### src/rtl/pdp8_binload_if.sv
// pdp8_binload_if: byte-stream and RAM-write bundle of the BIN tape loader.
//   byte_in/byte_valid/byte_ready : 8-bit tape frame handshake
//   ram_addr/ram_data_out/ram_wr  : {field, address} write port into pdp8_ram
//   busy/done/cksum_ok/fmt_err    : loader status toward the CPU
//   words                         : number of data words written (mod 4096)
// slave  : the loader (consumes frames, drives RAM and status)
// master : the frame source / RAM / CPU side
interface pdp8_binload_if;
  logic [7:0]  byte_in;
  logic        byte_valid;
  logic        byte_ready;
  logic [14:0] ram_addr;
  logic [11:0] ram_data_out;
  logic        ram_wr;
  logic        busy;
  logic        done;
  logic        cksum_ok;
  logic        fmt_err;
  logic [11:0] words;

  modport slave (
    input  byte_in, byte_valid,
    output byte_ready, ram_addr, ram_data_out, ram_wr,
    output busy, done, cksum_ok, fmt_err, words
  );

  modport master (
    output byte_in, byte_valid,
    input  byte_ready, ram_addr, ram_data_out, ram_wr,
    input  busy, done, cksum_ok, fmt_err, words
  );
endinterface

### src/rtl/pdp8_binload.sv
// pdp8_binload: PDP-8 BIN-format paper-tape loader feeding pdp8_ram.
// Decodes leader/trailer, field, origin and data frames, writes 12-bit
// words at {field, addr}, accumulates the BIN checksum and compares it with
// the last word before the trailer.
// Ports:
//   clk   : system clock, rising edge
//   reset : asynchronous, active-low
//   bus   : pdp8_binload_if.slave (frame handshake, RAM write, status)
module pdp8_binload (
  input logic           clk,
  input logic           reset,
  pdp8_binload_if.slave bus
);

  typedef enum logic [2:0] {
    S_LEADER = 3'd0,
    S_FRAME1 = 3'd1,
    S_FRAME2 = 3'd2,
    S_WRITE  = 3'd3,
    S_CHECK  = 3'd4,
    S_DONE   = 3'd5
  } state_t;

  // BIN checksum: plain 12-bit sum of both full 8-bit frames of a word.
  function automatic logic [11:0] cksum_add(input logic [11:0] sum,
                                            input logic [7:0]  b_hi,
                                            input logic [7:0]  b_lo);
    cksum_add = sum + {4'b0000, b_hi} + {4'b0000, b_lo};
  endfunction

  state_t      state_q, state_d;
  logic [2:0]  field_q, field_d;
  logic [11:0] addr_q, addr_d;
  logic [11:0] cksum_q, cksum_d;
  logic [11:0] words_q, words_d;
  logic        ign_q, ign_d;
  logic [7:0]  hi_q, hi_d;
  logic [7:0]  lo_q, lo_d;
  // One completed word is always held back: it might be the checksum.
  logic        pend_valid_q, pend_valid_d;
  logic [7:0]  pend_hi_q, pend_hi_d;
  logic [7:0]  pend_lo_q, pend_lo_d;
  logic [2:0]  pend_field_q, pend_field_d;
  logic        ram_wr_q, ram_wr_d;
  logic [14:0] ram_addr_q, ram_addr_d;
  logic [11:0] ram_data_q, ram_data_d;
  logic        byte_ready_q, byte_ready_d;
  logic        busy_q, busy_d;
  logic        done_q, done_d;
  logic        cksum_ok_q, cksum_ok_d;
  logic        fmt_err_q, fmt_err_d;

  logic        accept;
  logic        is_rubout;
  logic        frame_take;
  logic        is_field;
  logic [1:0]  frame_cls;
  logic [11:0] pend_word;

  assign accept     = bus.byte_valid & byte_ready_q;
  assign is_rubout  = (bus.byte_in == 8'hFF);
  // Rubouts toggle the ignore flag and are themselves never decoded.
  assign frame_take = accept & ~is_rubout & ~ign_q;
  assign frame_cls  = bus.byte_in[7:6];
  assign is_field   = (frame_cls == 2'b11) && (bus.byte_in[2:0] == 3'b000);
  assign pend_word  = {pend_hi_q[5:0], pend_lo_q[5:0]};

  // Next-state, datapath and registered-output computation.
  always_comb begin
    state_d      = state_q;
    field_d      = field_q;
    addr_d       = addr_q;
    cksum_d      = cksum_q;
    words_d      = words_q;
    hi_d         = hi_q;
    lo_d         = lo_q;
    pend_valid_d = pend_valid_q;
    pend_hi_d    = pend_hi_q;
    pend_lo_d    = pend_lo_q;
    pend_field_d = pend_field_q;
    ram_wr_d     = 1'b0;
    ram_addr_d   = ram_addr_q;
    ram_data_d   = ram_data_q;
    cksum_ok_d   = cksum_ok_q;
    fmt_err_d    = fmt_err_q;
    ign_d        = (accept && is_rubout) ? ~ign_q : ign_q;

    case (state_q)
      S_LEADER, S_FRAME1: begin
        if (frame_take) begin
          case (frame_cls)
            2'b10: begin
              if (state_q == S_LEADER) begin
                state_d = S_LEADER;
              end else if (pend_valid_q) begin
                state_d = S_CHECK;
              end else begin
                state_d   = S_DONE;
                fmt_err_d = 1'b1;
              end
            end
            2'b11: begin
              // Non-field 11xxxxxx frames carry nothing for the loader.
              if (is_field) begin
                field_d = bus.byte_in[5:3];
                state_d = S_FRAME1;
              end else begin
                state_d = state_q;
              end
            end
            default: begin
              hi_d    = bus.byte_in;
              state_d = S_FRAME2;
            end
          endcase
        end else begin
          state_d = state_q;
        end
      end

      S_FRAME2: begin
        if (frame_take) begin
          if (frame_cls == 2'b00) begin
            if (pend_valid_q) begin
              // Stage the write now so address/data are stable during WRITE.
              lo_d    = bus.byte_in;
              state_d = S_WRITE;
              if (!pend_hi_q[6]) begin
                ram_wr_d   = 1'b1;
                ram_addr_d = {pend_field_q, addr_q};
                ram_data_d = pend_word;
              end else begin
                ram_wr_d   = 1'b0;
              end
            end else begin
              pend_valid_d = 1'b1;
              pend_hi_d    = hi_q;
              pend_lo_d    = bus.byte_in;
              pend_field_d = field_q;
              state_d      = S_FRAME1;
            end
          end else begin
            fmt_err_d = 1'b1;
            state_d   = S_DONE;
          end
        end else begin
          state_d = state_q;
        end
      end

      S_WRITE: begin
        if (pend_hi_q[6]) begin
          addr_d  = pend_word;
        end else begin
          addr_d  = addr_q + 12'd1;
          words_d = words_q + 12'd1;
        end
        cksum_d      = cksum_add(cksum_q, pend_hi_q, pend_lo_q);
        // No frame is accepted in WRITE, so field_q is still the field that
        // was current when the new word completed.
        pend_hi_d    = hi_q;
        pend_lo_d    = lo_q;
        pend_field_d = field_q;
        state_d      = S_FRAME1;
      end

      S_CHECK: begin
        cksum_ok_d = (pend_word == cksum_q);
        state_d    = S_DONE;
      end

      S_DONE: begin
        state_d = S_DONE;
      end

      default: begin
        state_d = S_LEADER;
      end
    endcase

    byte_ready_d = (state_d == S_LEADER) || (state_d == S_FRAME1) ||
                   (state_d == S_FRAME2);
    busy_d       = (state_d == S_FRAME1) || (state_d == S_FRAME2) ||
                   (state_d == S_WRITE)  || (state_d == S_CHECK);
    done_d       = (state_d == S_DONE);
  end

  // State and output registers with asynchronous active-low reset.
  always_ff @(posedge clk or negedge reset) begin
    if (!reset) begin
      state_q      <= S_LEADER;
      field_q      <= 3'd0;
      addr_q       <= 12'd0;
      cksum_q      <= 12'd0;
      words_q      <= 12'd0;
      ign_q        <= 1'b0;
      hi_q         <= 8'd0;
      lo_q         <= 8'd0;
      pend_valid_q <= 1'b0;
      pend_hi_q    <= 8'd0;
      pend_lo_q    <= 8'd0;
      pend_field_q <= 3'd0;
      ram_wr_q     <= 1'b0;
      ram_addr_q   <= 15'd0;
      ram_data_q   <= 12'd0;
      byte_ready_q <= 1'b1;
      busy_q       <= 1'b0;
      done_q       <= 1'b0;
      cksum_ok_q   <= 1'b0;
      fmt_err_q    <= 1'b0;
    end else begin
      state_q      <= state_d;
      field_q      <= field_d;
      addr_q       <= addr_d;
      cksum_q      <= cksum_d;
      words_q      <= words_d;
      ign_q        <= ign_d;
      hi_q         <= hi_d;
      lo_q         <= lo_d;
      pend_valid_q <= pend_valid_d;
      pend_hi_q    <= pend_hi_d;
      pend_lo_q    <= pend_lo_d;
      pend_field_q <= pend_field_d;
      ram_wr_q     <= ram_wr_d;
      ram_addr_q   <= ram_addr_d;
      ram_data_q   <= ram_data_d;
      byte_ready_q <= byte_ready_d;
      busy_q       <= busy_d;
      done_q       <= done_d;
      cksum_ok_q   <= cksum_ok_d;
      fmt_err_q    <= fmt_err_d;
    end
  end

  assign bus.byte_ready   = byte_ready_q;
  assign bus.ram_addr     = ram_addr_q;
  assign bus.ram_data_out = ram_data_q;
  assign bus.ram_wr       = ram_wr_q;
  assign bus.busy         = busy_q;
  assign bus.done         = done_q;
  assign bus.cksum_ok     = cksum_ok_q;
  assign bus.fmt_err      = fmt_err_q;
  assign bus.words        = words_q;

endmodule

### src/flat_wrapper.sv
// flat-port wrapper written by rule: the top's interface ports become plain ports
module pdp8_binload_flat 
  (clk, reset, bus_byte_in, bus_byte_valid, bus_byte_ready, bus_ram_addr, bus_ram_data_out, bus_ram_wr, bus_busy, bus_done, bus_cksum_ok, bus_fmt_err, bus_words);
  pdp8_binload_if bus_i ();
  input logic clk;
  input logic reset;
  input wire logic [$bits(bus_i.byte_in)-1:0] bus_byte_in;
  input wire logic [$bits(bus_i.byte_valid)-1:0] bus_byte_valid;
  output wire logic [$bits(bus_i.byte_ready)-1:0] bus_byte_ready;
  output wire logic [$bits(bus_i.ram_addr)-1:0] bus_ram_addr;
  output wire logic [$bits(bus_i.ram_data_out)-1:0] bus_ram_data_out;
  output wire logic [$bits(bus_i.ram_wr)-1:0] bus_ram_wr;
  output wire logic [$bits(bus_i.busy)-1:0] bus_busy;
  output wire logic [$bits(bus_i.done)-1:0] bus_done;
  output wire logic [$bits(bus_i.cksum_ok)-1:0] bus_cksum_ok;
  output wire logic [$bits(bus_i.fmt_err)-1:0] bus_fmt_err;
  output wire logic [$bits(bus_i.words)-1:0] bus_words;
  assign bus_i.byte_in = bus_byte_in;
  assign bus_i.byte_valid = bus_byte_valid;
  assign bus_byte_ready = bus_i.byte_ready;
  assign bus_ram_addr = bus_i.ram_addr;
  assign bus_ram_data_out = bus_i.ram_data_out;
  assign bus_ram_wr = bus_i.ram_wr;
  assign bus_busy = bus_i.busy;
  assign bus_done = bus_i.done;
  assign bus_cksum_ok = bus_i.cksum_ok;
  assign bus_fmt_err = bus_i.fmt_err;
  assign bus_words = bus_i.words;
  pdp8_binload u_core (.clk(clk), .reset(reset), .bus(bus_i));
endmodule
### config.mk
export PLATFORM = sky130hd
export DESIGN_NAME = pdp8_binload_flat
export DESIGN_NICKNAME = d
export VERILOG_FILES = /design/src/rtl/pdp8_binload_if.sv /design/src/rtl/pdp8_binload.sv /design/src/flat_wrapper.sv
export SDC_FILE = /design/constraint.sdc
export NUM_CORES = 1
export LEC_CHECK = 0
export CORE_UTILIZATION = 57
export DETAILED_ROUTE_END_ITERATION = 12
export PLACE_DENSITY = 0.82
export SETUP_SLACK_MARGIN = 0.1
export SLEW_MARGIN = 20
export SYNTH_ARGS = -nofsm -noshare
export SYNTH_HDL_FRONTEND = slang
export SYNTH_SLANG_ARGS = --single-unit
### constraint.sdc
create_clock -name clk -period 2.9 [get_ports clk]
set_input_delay 0.58 -clock clk [delete_from_list [all_inputs] [get_ports clk]]
set_output_delay 0.58 -clock clk [all_outputs]
set_load 0.1 [all_outputs]
==> impl_metrics.ini, run 1 <==
[routing]
wl_mm = 11.5
initialDrtViolationCount = 168
vias = 3876
vias_per_cell = 5.78
drc = 0
postRouteAntennaNets = 0
dr.pass1.iters = 5
drt-wirelength-per-cell_um = 17.1

[layout]
fillers = 697
final_nets = 567
antennaDiodeCount = 0
area_delta_synth_final_pct = 16.5
drive_gt1_share_pct = 24.4

[place]
post-dp-hpwl_mm = 8.18
gp_congestion = 0.987
port_buffers = 55

[timing]
fin_setup_tns_ps = 0
final_hold_viol_count = 0
grt_setup_unrepaired = false
fin_crit_ps = 2710
finalCritPeriodShare_pct = 93.4
setup_viol = 0
slew_headroom_pct = 36.9
worst_slew_pin_slew_ps = 944
fmax_mhz = 369
worst_clock_skew_ps = 15.6
slew_violations = 0

[synthesis]
synth.distinct_cells = 53
synthCells = 474
synthesis.nets = 504
synth_seq_area_share_pct = 51.8
yosysMostFrequentCell = dfrtp_1
synth_area_leaders = dfrtp_1 51%, mux2_2 7.5%, mux2_1 4.0%
synthFlopType = dfrtp_1
syn-cell-area_um2 = 5410
synth-seq-cells = 112
synth.largest_area_cell = dfrtp_1
synth-edff-count = 0
synth_warnings = 0
avgSynthCellArea_um2 = 11.4
synthTopCellsByCount = 111 x dfrtp_1, 44 x nand2_1, 36 x mux2_2
async_flop_share_pct = 100
yosys.area.top_type_share_pct = 51.3

[floorplan]
die_h_um = 99.5
die_w_um = 99.5
coreArea_um2 = 9240
rows = 35
die-area_um2 = 9890
initial_utilization_pct = 58.6
ios = 56

[grt]
grt.total_usage_pct = 24.8
grt-ovfl-total = 0
grt_pass1_wl_mm = 19.0
grt_pass1_vias = 3880
grt_max_degree = 113
antenna_found_initial = 0

[worst_setup_path]
reg2reg_slack_ps = 190
r2r-start = u_core.pend_lo_q[1]
critPathRequiredTime_ps = 3210
endpoint_kind = flop
r2r_end = u_core.cksum_q[11]
worst-setup-path-type = flop to flop
cp_max_fo = 4
reg2reg_depth = 9
critical_path_arrival_ps = 3020
critical_path.startpoint_type = flop

[clock_network]
root_buffer = clkbuf_8
cts_tree = built
clk_path_buf_depth = 2
htree_levels = 3
path_clk_slew_ps = 100
ctsHoldBuffers = 0
cts_made_buffers = 9
clkLatencyLatePin_ps = 380
cts.sinks = 112

[power_and_ir_drop]
p_sw_share_pct = 24.1
power_frac_seq_pct = 60.9
p_sw_mw = 0.618
p_per_area_nw_per_um2 = 406
ir_drop_mv = 0.201
comb_power_share_pct = 2.4
power_frac_clock_pct = 36.7
p_int_mw = 1.95
total_power_mw = 2.56
p_leak_nw = 3.13

[run_status]
outcome = finished clean

[hold_path]
min_path_type = primary input to asynchronous set/reset pin

[job]
max-cap-violations = 0
[worst max path at each step]
stage / start / end / slack (ps) / cells after the start
floorplan: u_core.pend_lo_q[1] / u_core.cksum_q[11] / 280 / 9
global placement: u_core.pend_lo_q[1] / u_core.cksum_q[11] / 150 / 9
CTS: u_core.pend_lo_q[1] / u_core.cksum_q[11] / 140 / 9
finish: u_core.pend_lo_q[1] / u_core.cksum_q[11] / 190 / 9
detailed placement: u_core.pend_lo_q[1] / u_core.cksum_q[11] / 70 / 9
global route: u_core.pend_lo_q[1] / u_core.cksum_q[9] / 80 / 9
[worst max-delay path, cell delays in order, from the launching register on]
cell	delay (ps)
dfrtp_2	450
fa_1	500
ha_2	210
inv_1	70
fa_2	200
nor2b_1	70
o31ai_2	310
a21oi_2	120
or4b_2	620
nand3_1	100
[metrics by stage]
stage	util (%)	setup WS (ps)	instances	hold slack, ps	area (um2)
3_5_place_dp	65.7	72.9	653	468	6070
3_3_place_gp	65.7	152	653	459	6070
4_1_cts	68.0	136	669	294	6280
6_report	68.3	191	671	248	6310
2_1_floorplan	-	279	474	284	5410
5_1_grt	68.3	82.0	671	321	6310
[cell type report]
| class | count | area, um2 | area share (%) |
|---|---|---|---|
| clock buffer | 10 | 138 | 2.18 |
| clock inverter | 6 | 70.1 | 1.11 |
| inverter | 12 | 45.0 | 0.714 |
| multi-input combinational | 328 | 2470 | 39.2 |
| sequential | 112 | 2810 | 44.5 |
| tap | 129 | 161 | 2.56 |
| timing repair buffer | 74 | 616 | 9.76 |
[cells in the final DEF, fill, tap and decap left out, drive strengths merged, types with 3 or more instances in the layout]
master	instances
o31ai	6
nand4	8
mux2	55
and3	8
nand2b	3
o21a	5
a31oi	9
o21ai	33
inv	16
dfrtp	111
clkbuf	10
buf	65
xor2	16
fa	9
nor3b	9
nor4	5
and2	5
clkdlybuf4s50	9
nand3	9
nand2	45
ha	10
nor2	26
a21oi	14
a211oi	3
a22oi	3
nor2b	4
xnor2	12
nor3	8
[cells by family (layout without fill, tap and decap cells)]
logic type      count (synthesis)  in the layout  synth area share [%]
fa+ha+maj                      19             19                  5.64
flops                         112            112                  51.8
compound gates                 81             81                  8.99
mux                            57             57                  11.8
xor+xnor                       28             28                  4.53
simple gates                  143            143                  14.5
buf+inv                        34            102                  2.75
[flip-flops by register name, indices dropped and copies added, names as in the netlist]
name                     count
u_core.bus.ram_data_out     12
u_core.cksum_q              12
u_core.addr_q               12
u_core.pend_lo_q             8
u_core.bus.ram_wr            1
u_core.bus.words            12
u_core.ign_q                 1
u_core.pend_field_q          3
u_core.field_q               3
u_core.hi_q                  8
u_core.bus.ram_addr         15
u_core.bus.byte_ready        1
u_core.bus.done              1
u_core.pend_valid_q          1
u_core.state_q               3
u_core.lo_q                  8
u_core.bus.busy              1
u_core.bus.fmt_err           1
u_core.pend_hi_q             8
u_core.bus.cksum_ok          1
[power groups by stage]
stage	sequential, mW	combinational, mW	clock, mW
2_1_floorplan	1.59	0.00734	0
5_1_grt	1.56	0.0717	1.01
3_3_place_gp	1.59	0.0639	0
6_report	1.56	0.0626	0.940
3_5_place_dp	1.59	0.0647	0
4_1_cts	1.56	0.0649	0.955
[timing repair]
| action | CTS | global route |
|---|---|---|
| gates resized for setup | 1 | 4 |
| setup buffers | 0 | 2 |
| pin swaps | 0 | 2 |
| gates cloned | 0 | 0 |
| endpoints found under the setup margin | 2 | 2 |
| hold endpoints to repair | 0 | 0 |
[routing by layer]
metal | global-route usage, % | part of all wire [%] | up-vias
met3 | 3.16 | 4.7 | 24
li1 | - | - | 1800
met2 | 41.6 | 50 | 149
met4 | 10.5 | 2.6 | 0
met1 | 32.9 | 42 | 1903
met5 | 0 | 0 | -
No activity file was read; power rests on OpenSTA's default activity.
==> run 2, diff against run 1 <==
--- a/config.mk
+++ b/config.mk
@@ -5,9 +5,9 @@
 export SDC_FILE = /design/constraint.sdc
 export NUM_CORES = 1
 export LEC_CHECK = 0
-export CORE_UTILIZATION = 57
+export CORE_UTILIZATION = 51
 export DETAILED_ROUTE_END_ITERATION = 12
-export PLACE_DENSITY = 0.82
+export PLACE_DENSITY = 0.78
 export SETUP_SLACK_MARGIN = 0.1
 export SLEW_MARGIN = 20
 export SYNTH_ARGS = -nofsm -noshare
==> constraint.sdc (replaced) <==
create_clock -name clk -period 2.47 [get_ports clk]
set_input_delay 0.494 -clock clk [delete_from_list [all_inputs] [get_ports clk]]
set_output_delay 0.494 -clock clk [all_outputs]
set_load 0.1 [all_outputs]
==> impl_metrics.ini, run 2 (synthesis results as in run 1) <==
[layout]
final_cell_mix = 111 x dfrtp_1, 74 x buf_4, 44 x nand2_1
final_nets = 581
stdcell_area_um2 = 6470
drive_gt1_share_pct = 26.8
area_delta_synth_final_pct = 19.6
antennaDiodeCount = 0
largest_reg_flops = 15
final_util_pct = 62.7
layoutNonFillerInstCount = 692
layout_commonest_cell = dfrtp_1
fillers = 800

[routing]
dr.pass1.iters = 5
initialDrtViolationCount = 217
wl_mm = 11.8
vias_per_cell = 5.63
vias = 3898
drc = 0
postRouteAntennaNets = 0
drt-wirelength-per-cell_um = 17.1

[floorplan]
coreArea_um2 = 10300
rows = 37
die_w_um = 105
ios = 56
die_h_um = 105
initial_utilization_pct = 52.4
die-area_um2 = 11000

[clock_network]
root_buffer = clkbuf_8
clk_path_buf_depth = 2
cts.sinks = 112
cts_tree = built
path_clk_slew_ps = 120
htree_levels = 3
clkLatencyLatePin_ps = 390
cts_made_buffers = 9

[timing]
slew_headroom_pct = 59.3
fin_crit_ps = 2440
grt_setup_unrepaired = true
worst_slew_pin_slew_ps = 609
slew_violations = 0
final_hold_viol_count = 0
setup_viol = 0
fmax_mhz = 410
fin_setup_tns_ps = 0
worst_clock_skew_ps = 20.8
finalCritPeriodShare_pct = 98.7

[power_and_ir_drop]
comb_power_share_pct = 2.6
p_sw_share_pct = 24.8
p_leak_nw = 3.22
total_power_mw = 3.00
p_sw_mw = 0.745
p_per_area_nw_per_um2 = 464
power_frac_clock_pct = 36.4
power_frac_seq_pct = 61.0
ir_drop_mv = 0.251
p_int_mw = 2.26

[worst_setup_path]
reg2reg_slack_ps = 30
crit_path_cell_trace = fa_1 > ha_2 > inv_2 > fa_2 > nor2b_4 > o31ai_4 > a21oi_2 > or4b_4 > nand3_2
slowest_stage = or4b_4
cp_max_fo = 5
cpLargestDelayFamily = adder cells
crit_end = u_core.cksum_q[9]
r2r_end = u_core.cksum_q[9]
r2r-start = u_core.cksum_q[1]
slowest_delay_ps = 530
critical_path.startpoint_type = flop
critPathRequiredTime_ps = 2790
critPathBufInv = 1
reg2reg_depth = 9
path_depth = 9
worst-setup-path-type = flop to flop
startpoint = u_core.cksum_q[1]
endpoint_kind = flop
critical_path_arrival_ps = 2760

[place]
post-dp-hpwl_mm = 8.38
dpl_cell_area_um2 = 6220
port_buffers = 55
gp_congestion = 0.861
dp.cells = 672

[grt]
grt-ovfl-total = 0
grt_pass1_wl_mm = 19.5
grt.total_usage_pct = 22.7
grt_pass1_vias = 3856
antenna_found_initial = 0
grt_max_degree = 67

[job]
max-cap-violations = 0

[run_status]
outcome = finished clean

[hold_path]
min_path_type = primary input to asynchronous set/reset pin
-- run 2: power groups by stage --
stage / Clock (mW) / Combinational, mW / Sequential [mW]
global placement: 0 / 0.0790 / 1.87
finish: 1.09 / 0.0784 / 1.83
floorplan: 0 / 0.00862 / 1.87
detailed placement: 0 / 0.0803 / 1.87
CTS: 1.13 / 0.0819 / 1.83
global route: 1.18 / 0.0899 / 1.83
-- run 2: metrics by stage --
stage | setup slack, ps | hold WS, ps
final | 31.2 | 477
after global placement | 31.5 | 353
after detailed placement | -41.9 | 355
after floorplan | 77.9 | 198
after global routing | -56.4 | 472
after CTS | 48.1 | 466
-- run 2: what timing repair did --
item	4_1_cts	5_1_grt
setup endpoints to repair	3	5
hold buffers	1	0
gates resized for setup	1	2
hold endpoints to repair	12	0
buffers inserted	0	3
pin swaps	3	2
-- run 2: how the worst min path moves through the flow --
| stage | from | end | slack, ps |
|---|---|---|---|
| floorplan | reset | u_core.addr_q[0] | 200 |
| global placement | reset | u_core.bus.ram_wr | 350 |
| detailed placement | reset | u_core.bus.ram_wr | 350 |
| CTS | reset | u_core.bus.ram_wr | 470 |
| global route | reset | u_core.bus.ram_wr | 470 |
| finish | reset | u_core.bus.ram_wr | 480 |
-- run 2: layout make-up --
| cell class | instances | area (um2) | share of cell area, % |
|---|---|---|---|
| multi-input cells | 328 | 2520 | 38.9 |
| clock inverters | 7 | 75.1 | 1.16 |
| well taps | 136 | 170 | 2.63 |
| flip-flops and latches | 112 | 2800 | 43.3 |
| clock buffers | 9 | 124 | 1.91 |
| inverters | 12 | 45.0 | 0.696 |
| repair buffers | 88 | 736 | 11.4 |
-- run 2: metal layers --
metal / part of all wire, % / routed length, um / GRT usage [%] / vias up
met4: 2.3 / 278 / 9.86 / 0
met1: 45 / 5320 / 31.1 / 1938
met5: 0 / 0 / 0 / -
li1: - / - / - / 1834
met2: 48 / 5730 / 35.9 / 99
met3: 4.3 / 508 / 3.93 / 27
==> run 3, diff against run 2 <==
--- a/config.mk
+++ b/config.mk
@@ -5,6 +5,7 @@
 export SDC_FILE = /design/constraint.sdc
 export NUM_CORES = 1
 export LEC_CHECK = 0
+export CORE_MARGIN = 5
 export CORE_UTILIZATION = 51
 export DETAILED_ROUTE_END_ITERATION = 12
 export PLACE_DENSITY = 0.78
==> impl_metrics.ini, run 3 (synthesis results as in run 1) <==
[routing]
vias_per_cell = 5.68
vias = 3917
drc = 0
dr.pass1.iters = 5
wl_mm = 11.8
drt-wirelength-per-cell_um = 17.0
postRouteAntennaNets = 0
initialDrtViolationCount = 184

[layout]
multi_input_area_um2 = 2530
fillers = 801
area_delta_synth_final_pct = 19.6
layoutNonFillerInstCount = 690
antennaDiodeCount = 0
final_cell_mix = 111 x dfrtp_1, 74 x buf_4, 44 x nand2_1
largest_reg_flops = 15
final_nets = 579
stdcell_area_um2 = 6470
drive_gt1_share_pct = 27.3
seqCellArea_um2 = 2800
layout_commonest_cell = dfrtp_1

[worst_setup_path]
critPathBufInv = 1
critPathRequiredTime_ps = 2790
worst-setup-path-type = flop to flop
endpoint_kind = flop
critical_path.startpoint_type = flop
slowest_stage = or4b_4
slowest_delay_ps = 490
cpLargestDelayFamily = adder cells
cp_max_fo = 4
critical_path_arrival_ps = 2710
crit_path_cell_trace = fa_1 > ha_2 > inv_2 > fa_2 > nor2b_4 > o31ai_4 > a21oi_2 > or4b_4 > nand3_2

[timing]
layout_setup_ws_ps = 79.9
slew_violations = 0
fin_setup_tns_ps = 0
whs_ps = 108
grt_setup_unrepaired = true
fmax_mhz = 418
worst_clock_skew_ps = 14.6
fin_crit_ps = 2390
finalCritPeriodShare_pct = 96.8
setup_viol = 0
worst_slew_pin_slew_ps = 576
final_hold_viol_count = 0
slew_headroom_pct = 61.6

[floorplan]
rows = 37
initial_utilization_pct = 52.4
die_w_um = 113
coreArea_um2 = 10300
die-area_um2 = 12800
ios = 56
die_h_um = 113

[grt]
antenna_found_initial = 0
grt_max_degree = 44
grt_pass1_vias = 3773
grt_pass1_wl_mm = 19.5
grt-ovfl-total = 0
grt.total_usage_pct = 18.9

[power_and_ir_drop]
p_per_area_nw_per_um2 = 479
ir_drop_mv = 0.249
p_leak_nw = 3.21

[place]
gp_congestion = 0.937
dp.cells = 672
post-dp-hpwl_mm = 8.49
port_buffers = 55
dpl_cell_area_um2 = 6210
place_ws_ps = -9.73

[clock_network]
clk_path_buf_depth = 2
root_buffer = clkbuf_8
cts_made_buffers = 9
cts_tree = built
path_clk_slew_ps = 110
htree_levels = 3
cts.sinks = 112
clkLatencyLatePin_ps = 380

[run_status]
outcome = finished clean

[job]
max-cap-violations = 0

[hold_path]
min_path_type = primary input to asynchronous set/reset pin
==> run 3: path summary, 6_finish.rpt <==
check | start | endpoint | slack [ps] | cells after the start
max | u_core.cksum_q[1] | u_core.cksum_q[9] | 80 | 9
min | reset | u_core.state_q[2] | 110 | 1
max reg2reg | u_core.cksum_q[1] | u_core.cksum_q[9] | 80 | 9
min reg2reg | u_core.bus.words[11] | u_core.bus.words[11] | 480 | 1
max in group asynchronous | reset | u_core.bus.ram_addr[0] | 1690 | 2
min in group clk | u_core.bus.words[11] | u_core.bus.words[11] | 480 | 1
==> run 3: area by class of cell <==
type,count,share of cell area [%]
Sequential cell,112,43.3
Multi-Input combinational cell,328,39.1
Timing Repair Buffer,86,10.9
Tap cell,136,2.63
Clock buffer,9,1.91
Clock inverter,7,1.47
Inverter,12,0.696
==> run 3: worst reg2reg max path: cells and delay by family (launching register included) <==
kind / cells / cell delay [ps]
flops: 1 / 420
compound gates: 2 / 340
buf+inv: 1 / 50
fa+ha+maj: 3 / 910
simple gates: 3 / 620
==> run 3: through the flow <==
stage	total power [mW]	utilization (%)
floorplan	1.88	-
CTS	3.12	62.4
global placement	1.95	60.2
detailed placement	1.95	60.2
finish	3.10	62.7
global route	3.22	62.7
==> run 3: per-layer routing <==
| metal | wire length [um] | global-route usage [%] | up-vias |
|---|---|---|---|
| met4 | 189 | 4.97 | 0 |
| met1 | 5330 | 27.3 | 1950 |
| met3 | 578 | 3.16 | 17 |
| met5 | 0 | 0 | - |
| met2 | 5660 | 29.9 | 123 |
| li1 | - | - | 1827 |
==> run 3: repair_timing <==
item / CTS / global route
pin swaps: 3 / 2
resized for setup: 2 / 5
hold endpoints to repair: 0 / 0
hold buffers: 0 / 0
buffers inserted: 0 / 2
setup endpoints to repair: 3 / 5
==> run 3: where the power goes <==
group	switching (mW)	total [mW]	internal, mW
Sequential	0	1.83	1.83
Clock	0.689	1.19	0.504
Combinational	0.0533	0.0777	0.0244
Total	0.742	3.10	2.36
